--- src/rtl/alu_pipe.sv ---
// rtl/alu_pipe.sv - single-stage ALU with accumulator and valid/ready handshake
module alu_pipe #(
    parameter int WIDTH = 8
) (
    input  logic             clk,
    input  logic             rst_n,
    input  logic             in_valid,
    output logic             in_ready,
    input  logic [WIDTH-1:0] a,
    input  logic [WIDTH-1:0] b,
    input  logic [2:0]       op,
    input  logic             acc_sel,
    output logic             out_valid,
    input  logic             out_ready,
    output logic [WIDTH-1:0] result,
    output logic             zero,
    output logic             carry,
    output logic             overflow,
    output logic             negative
);
    localparam int SHW = $clog2(WIDTH);
    localparam int MSB = WIDTH - 1;

    localparam logic [2:0] OP_AND = 3'b000;
    localparam logic [2:0] OP_OR  = 3'b001;
    localparam logic [2:0] OP_ADD = 3'b010;
    localparam logic [2:0] OP_SUB = 3'b011;
    localparam logic [2:0] OP_XOR = 3'b100;
    localparam logic [2:0] OP_SLT = 3'b101;
    localparam logic [2:0] OP_SHL = 3'b110;
    localparam logic [2:0] OP_SHR = 3'b111;

    logic             out_valid_q;
    logic [WIDTH-1:0] res_q, res_d;
    logic [WIDTH-1:0] acc_q;
    logic             zero_q, carry_q, ovf_q, neg_q;
    logic             carry_d, ovf_d;
    logic [WIDTH-1:0] op_a;
    logic [SHW-1:0]   shamt;
    logic [WIDTH:0]   sum;
    logic [WIDTH:0]   shl_w;
    logic [WIDTH:0]   shr_w;
    logic             xfer_in, xfer_out;

    // Single output register: a new request can land whenever the old result leaves
    always_comb begin
        in_ready = !out_valid_q || out_ready;
        xfer_in  = in_valid && in_ready;
        xfer_out = out_valid_q && out_ready;
    end

    // Operation datapath; shifts carry an extra bit so the last bit out falls into it
    always_comb begin
        op_a    = acc_sel ? acc_q : a;
        shamt   = b[SHW-1:0];
        sum     = '0;
        shl_w   = '0;
        shr_w   = '0;
        res_d   = '0;
        carry_d = 1'b0;
        ovf_d   = 1'b0;
        case (op)
            OP_OR:  res_d = op_a | b;
            OP_XOR: res_d = op_a ^ b;
            OP_ADD: begin
                sum     = {1'b0, op_a} + {1'b0, b};
                res_d   = sum[WIDTH-1:0];
                carry_d = sum[WIDTH];
                ovf_d   = (op_a[MSB] == b[MSB]) && (res_d[MSB] != op_a[MSB]);
            end
            OP_SUB: begin
                sum     = {1'b0, op_a} + {1'b0, ~b} + {{WIDTH{1'b0}}, 1'b1};
                res_d   = sum[WIDTH-1:0];
                carry_d = sum[WIDTH];
                ovf_d   = (op_a[MSB] != b[MSB]) && (res_d[MSB] != op_a[MSB]);
            end
            OP_SLT: res_d = {{(WIDTH-1){1'b0}}, ($signed(op_a) < $signed(b))};
            OP_SHL: begin
                shl_w   = {1'b0, op_a} << shamt;
                res_d   = shl_w[WIDTH-1:0];
                carry_d = shl_w[WIDTH];
            end
            OP_SHR: begin
                shr_w   = {op_a, 1'b0} >> shamt;
                res_d   = shr_w[WIDTH:1];
                carry_d = shr_w[0];
            end
            default: res_d = op_a & b;
        endcase
    end

    // Output register and accumulator; both load only on an accepted request
    always_ff @(posedge clk or negedge rst_n) begin
        if (!rst_n) begin
            out_valid_q <= 1'b0;
            res_q       <= '0;
            acc_q       <= '0;
            zero_q      <= 1'b0;
            carry_q     <= 1'b0;
            ovf_q       <= 1'b0;
            neg_q       <= 1'b0;
        end else if (xfer_in) begin
            out_valid_q <= 1'b1;
            res_q       <= res_d;
            acc_q       <= res_d;
            zero_q      <= (res_d == '0);
            carry_q     <= carry_d;
            ovf_q       <= ovf_d;
            neg_q       <= res_d[MSB];
        end else if (xfer_out) begin
            out_valid_q <= 1'b0;
        end
    end

    assign out_valid = out_valid_q;
    assign result    = res_q;
    assign zero      = zero_q;
    assign carry     = carry_q;
    assign overflow  = ovf_q;
    assign negative  = neg_q;
endmodule
--- config.mk ---
export PLATFORM = sky130hd
export DESIGN_NAME = alu_pipe
export DESIGN_NICKNAME = d
export VERILOG_FILES = /design/src/rtl/alu_pipe.sv
export SDC_FILE = /design/constraint.sdc
export NUM_CORES = 1
export LEC_CHECK = 0
export BUFFER_PORTS_ARGS = -buffer_cell sky130_fd_sc_hd__clkbuf_2
export CORE_UTILIZATION = 58
export DETAILED_ROUTE_END_ITERATION = 8
export PLACE_DENSITY = 0.82
export RECOVER_POWER = 100
export SLEW_MARGIN = 20
export SYNTH_ARGS = -nofsm -noshare
export SYNTH_HDL_FRONTEND = slang
export SYNTH_SLANG_ARGS = --single-unit
export TNS_END_PERCENT = 100
--- constraint.sdc ---
create_clock -name clk -period 3.14 [get_ports clk]
set_input_delay 0.157 -clock clk [delete_from_list [all_inputs] [get_ports clk]]
set_output_delay 0.157 -clock clk [all_outputs]
set_load 0.01 [all_outputs]
# Word level (Yosys, flattened, before mapping)
# Cells that the tools add are included.
# totals
ff_bits	13
input_bits	24
out_inout_bits	14
word_cells	41
# classes
addsub	3
order_cmp	1
eq_ne	11
shift	2
n_mux	6
n_bitwise	4
reduce_logical	8
# ops
cell	n
8-bit case mux with 7 select lines	1
8-bit by 8-bit adder with 9-bit output	2
3-bit equality test (second input constant)	4
9-bit by 1-bit adder with 9-bit output (second input constant)	1
8-bit by 3-bit << shifter with 9-bit output	1
9-bit by 3-bit >> shifter with 9-bit output	1
8-bit bitwise AND	1
8-bit logical NOT	1
8-bit < comparator	1
8-bit two-way mux	1
8-bit inverter	1
8-bit bitwise OR	1
8-bit bitwise XOR	1
3-bit by 2-bit equality test with 1-bit output (second input constant)	2
1-bit logical AND	4
1-bit case mux with 4 select lines	1
3-bit by 1-bit equality test with 1-bit output (second input constant)	1
1-bit != test	3
1-bit two-way mux	2
1-bit case mux with 2 select lines	1
2-bit nonzero test	1
1-bit equality test	1
1-bit logical NOT	1
1-bit logical OR	1

# Longest topological paths before layout
# logic_depth
word_depth	6
depth_mapped	13
ltp_nobuf	11

# Worst setup path before layout
# OpenSTA, ideal clock, no wires.
# synth_path
path_type	input -> register
start	in acc_sel
end	reg zero_q, in the netlist zero
setup_time_ns	0.066
t_arrival_ns	2.739
t_required_ns	3.074
slack_ns	0.335
stages	12
path_buffers	3
cell_sequence	buf_6 -> buf_6 -> mux2i_2 -> ha_1 -> buf_2 -> nor3_1 -> nor3_1 -> o31ai_1 -> mux2i_1 -> o41a_1 -> nor4_2 -> a32o_2
# synth_via
elab_chain_cells	5
word_cells_on_any_way	12
cone_classes	add/sub: 3; order compare: 1; shift: 2; mux: 2; bitwise: 3; reduce/logical: 1
# synth_lines
element	line_no	text
start, declared	12	input logic acc_sel,
8-bit two-way mux *	54	op_a = acc_sel ? acc_q : a;
8-bit by 8-bit adder with 9-bit output	72	sum = {1'b0, op_a} + {1'b0, ~b} + {{WIDTH{1'b0}}, 1'b1};
9-bit by 1-bit adder with 9-bit output	72	
8-bit case mux with 7 select lines *	62	case (op)
8-bit logical NOT *	106	zero_q <= (res_d == '0);
end signal, assigned	106	
end, declared	36	logic zero_q, carry_q, ovf_q, neg_q;
# Mark *: on every way between the ends. The rest lies on a longest branch, timed or not.
# A chain may end at the register's enable or synchronous reset.

# Worst setup path in the final report
# layout_path
start	reg acc_q[0]
end	reg zero_q, in the netlist zero
# layout_via
elab_chain_cells	5
word_cells_on_any_way	12
cone_classes	add/sub: 3; order compare: 1; shift: 2; mux: 2; bitwise: 3; reduce/logical: 1
# layout_lines
element	line_no	text
start, declared	35	logic [WIDTH-1:0] acc_q;
start signal, assigned	105	acc_q <= res_d;
8-bit two-way mux *	54	
8-bit by 8-bit adder with 9-bit output	72	
9-bit by 1-bit adder with 9-bit output	72	
8-bit case mux with 7 select lines *	62	
8-bit logical NOT *	106	
# Marks and branches as above.

==> reports/metrics.yaml <==
yosys:
  avgSynthCellArea_um2: 8.49
  synth_nets: 335
  ys.flop_type: "dfrtp_1"
  yosys_warnings: 0
  synth-seq-cells: 12
  synth-async-reset-ratio: 1.00
  syn_area_um2: 2410
  syn_inst: 284
  ys_seq_area_frac: 0.124
  synth-edff-count: 0
  yosysUniqueCellTypes: 65
layout:
  final_cell_mix: "26 x nand2_1, 25 x ha_1, 24 x clkbuf_2"
  final_cells: 381
  nNetsFinal: 383
  layout-drive-gt1-share: 0.245
  post-route-util: 0.700
  final_common_cell: "nand2_1"
  n_fill_cell: 335
  postLayoutCellArea_um2: 2800
  multi_input_area_um2: 1970
  seq_area_um2: 300
  diodes: 0
  syn_to_final_growth_pct: 16.1
critical_path:
  cp-start-kind: "register"
  critPathMaxFanout: 4
  worstPathRequired_ns: 3.32
  arrival_ns: 3.13
  ff2ff_path_depth: 10
  critPathCaptureType: "register"
  critical_path_class: "register to register"
power:
  total_power_mw: 1.13
  irDropWorstVdd_mv: 0.455
  cellLeakagePower_nw: 1.24
  power_density_nw_per_um2: 404
placed_design:
  finalWeightedCongestion: 0.995
  port_buffers: 37
  dpl_cell_area_um2: 2740
  place_hpwl_mm: 6.20
  dp.cells: 376
  dpl_worst_slack_ns: -0.00208
sta:
  setup_tns_ns: 0
  fmax_mhz: 338
  period_minus_slack_ns: 2.96
  slew_viol_final: 0
  worst_pin_slew_ns: 0.805
  hold_viol_final: 0
  setup_slack_ns: 0.182
  rsz0062_at_grt: "false"
  fin_hold_ws_ns: 0.143
  slew_headroom: 0.462
  finalCritPeriodShare: 0.942
  setup_viol: 0
  skew_ns: 0.000689
floorplanning:
  core_area_um2: 4000
  die_area_um2: 4420
  num_rows: 23
  fp.dieW_um: 66.5
  die_y_um: 66.5
  start_util: 0.603
  io_pins: 38
clock_tree:
  cts_buffers: 3
  clockBufferDepth: 2
  root_buffer: "clkbuf_8"
  htree_levels: 1
  cts_setup_buffers: 0
  path_clk_slew_ns: 0.05
  insertion_delay_ns: 0.24
  cts_tree: "done"
  cts.sinks: 12
global_route:
  grt_most_used_layer: "met2"
  grt_max_degree: 25
  grt_pass1_vias: 2376
  grt.total_usage: 0.370
  overflow: 0
  grt_pass1_wl_mm: 12.1
  use_met3: 0.0497
  grt_use_met2: 0.622
  gr-usage-met1: 0.477
  antenna_found_initial: 0
detailed_routing:
  drt_iter0_markers: 283
  drc: 0
  dr.pass1.iters: 6
  postRouteAntennaNets: 0
  wirelength_mm: 7.92
  num_vias: 2646
  viasPerCell: 6.94
  wl_per_cell_um: 20.8
min_path:
  hold_class: "primary input to register"
  whs_path_depth: 2
run:
  max_cap_viol_count: 0
status:
  outcome: "finished clean"
==> critical path, cell delays in order (launching register included) <==
cell       delay (ns)
dfrtp_1          0.41
mux2i_2          0.29
inv_1            0.14
ha_1             0.23
fa_1             0.40
a31oi_1          0.33
a2bb2oi_1        0.19
mux2i_1          0.10
o32a_1           0.39
nor4_2           0.22
a32o_2           0.20
==> final cells by class <==
cell class,count,area share
multi-input combinational,235,0.703
timing repair buffer,61,0.123
sequential,12,0.107
inverter,19,0.0255
tap,50,0.0223
clock buffer,4,0.0197
==> power by group <==
part           internal [mW]  total [mW]  switching [mW]
sequential             0.184       0.226          0.0413
clock                  0.111       0.167          0.0567
combinational          0.322       0.738           0.416
total                  0.617        1.13           0.514
==> cell usage after synthesis (all sizes together) (4+ instances only) <==
master / number / share of area
clkbuf: 8 / 0.012
nand3: 5 / 0.010
o22a: 4 / 0.015
mux2i: 16 / 0.075
o32ai: 4 / 0.015
nand2b: 6 / 0.016
nor2: 21 / 0.033
ha: 25 / 0.13
nand2: 26 / 0.040
nand3b: 4 / 0.012
inv: 19 / 0.030
nor2b: 9 / 0.023
nor3: 4 / 0.0083
dfrtp: 12 / 0.12
xnor2: 4 / 0.015
mux2: 4 / 0.019
nand4: 4 / 0.010
o211ai: 4 / 0.012
buf: 10 / 0.025
mux4: 12 / 0.11
a21oi: 14 / 0.029
o31ai: 4 / 0.012
o21ai: 7 / 0.015
o221ai: 5 / 0.018
o22ai: 5 / 0.013
==> layer usage <==
metal	share of wire	wire [um]
met5	0	0
met4	0.046	365
met3	0.088	701
met2	0.47	3760
met1	0.39	3100
==> registers in the layout (all words and copies together) (netlist names) <==
name and count:
overflow 1, zero 1, acc_q 8, carry 1
out_valid 1
==> cells by family (layout without fill, tap and decap cells) <==
logic type	after synthesis	after routing	synth area share
AO/OA/AOI/OAI	77	77	0.235
XOR/XNOR	5	5	0.0182
adder cells (fa/ha/maj)	27	27	0.146
buffers and inverters	37	84	0.0674
flip-flops	12	12	0.124
multiplexers	32	32	0.205
AND/OR/NAND/NOR	94	94	0.203
==> final timing paths <==
check | from | endpoint | slack (ns)
setup / recovery | acc_q[0] | zero | 0.18
hold / removal | in_valid | out_valid | 0.14
setup reg to reg | acc_q[0] | zero | 0.18
hold reg to reg | overflow | overflow | 0.49
max in group asynchronous | rst_n | acc_q[0] | 2.28
min in group asynchronous | rst_n | acc_q[1] | 0.47
==> repair_timing <==
| item | 4_1_cts | 5_1_grt |
|---|---|---|
| hold buffers | 1 | 0 |
| gates resized for setup | 0 | 3 |
| endpoints found under the hold margin | 12 | 0 |
| endpoints found under the setup margin | 0 | 2 |
No activity file was read; power rests on OpenSTA's default activity.
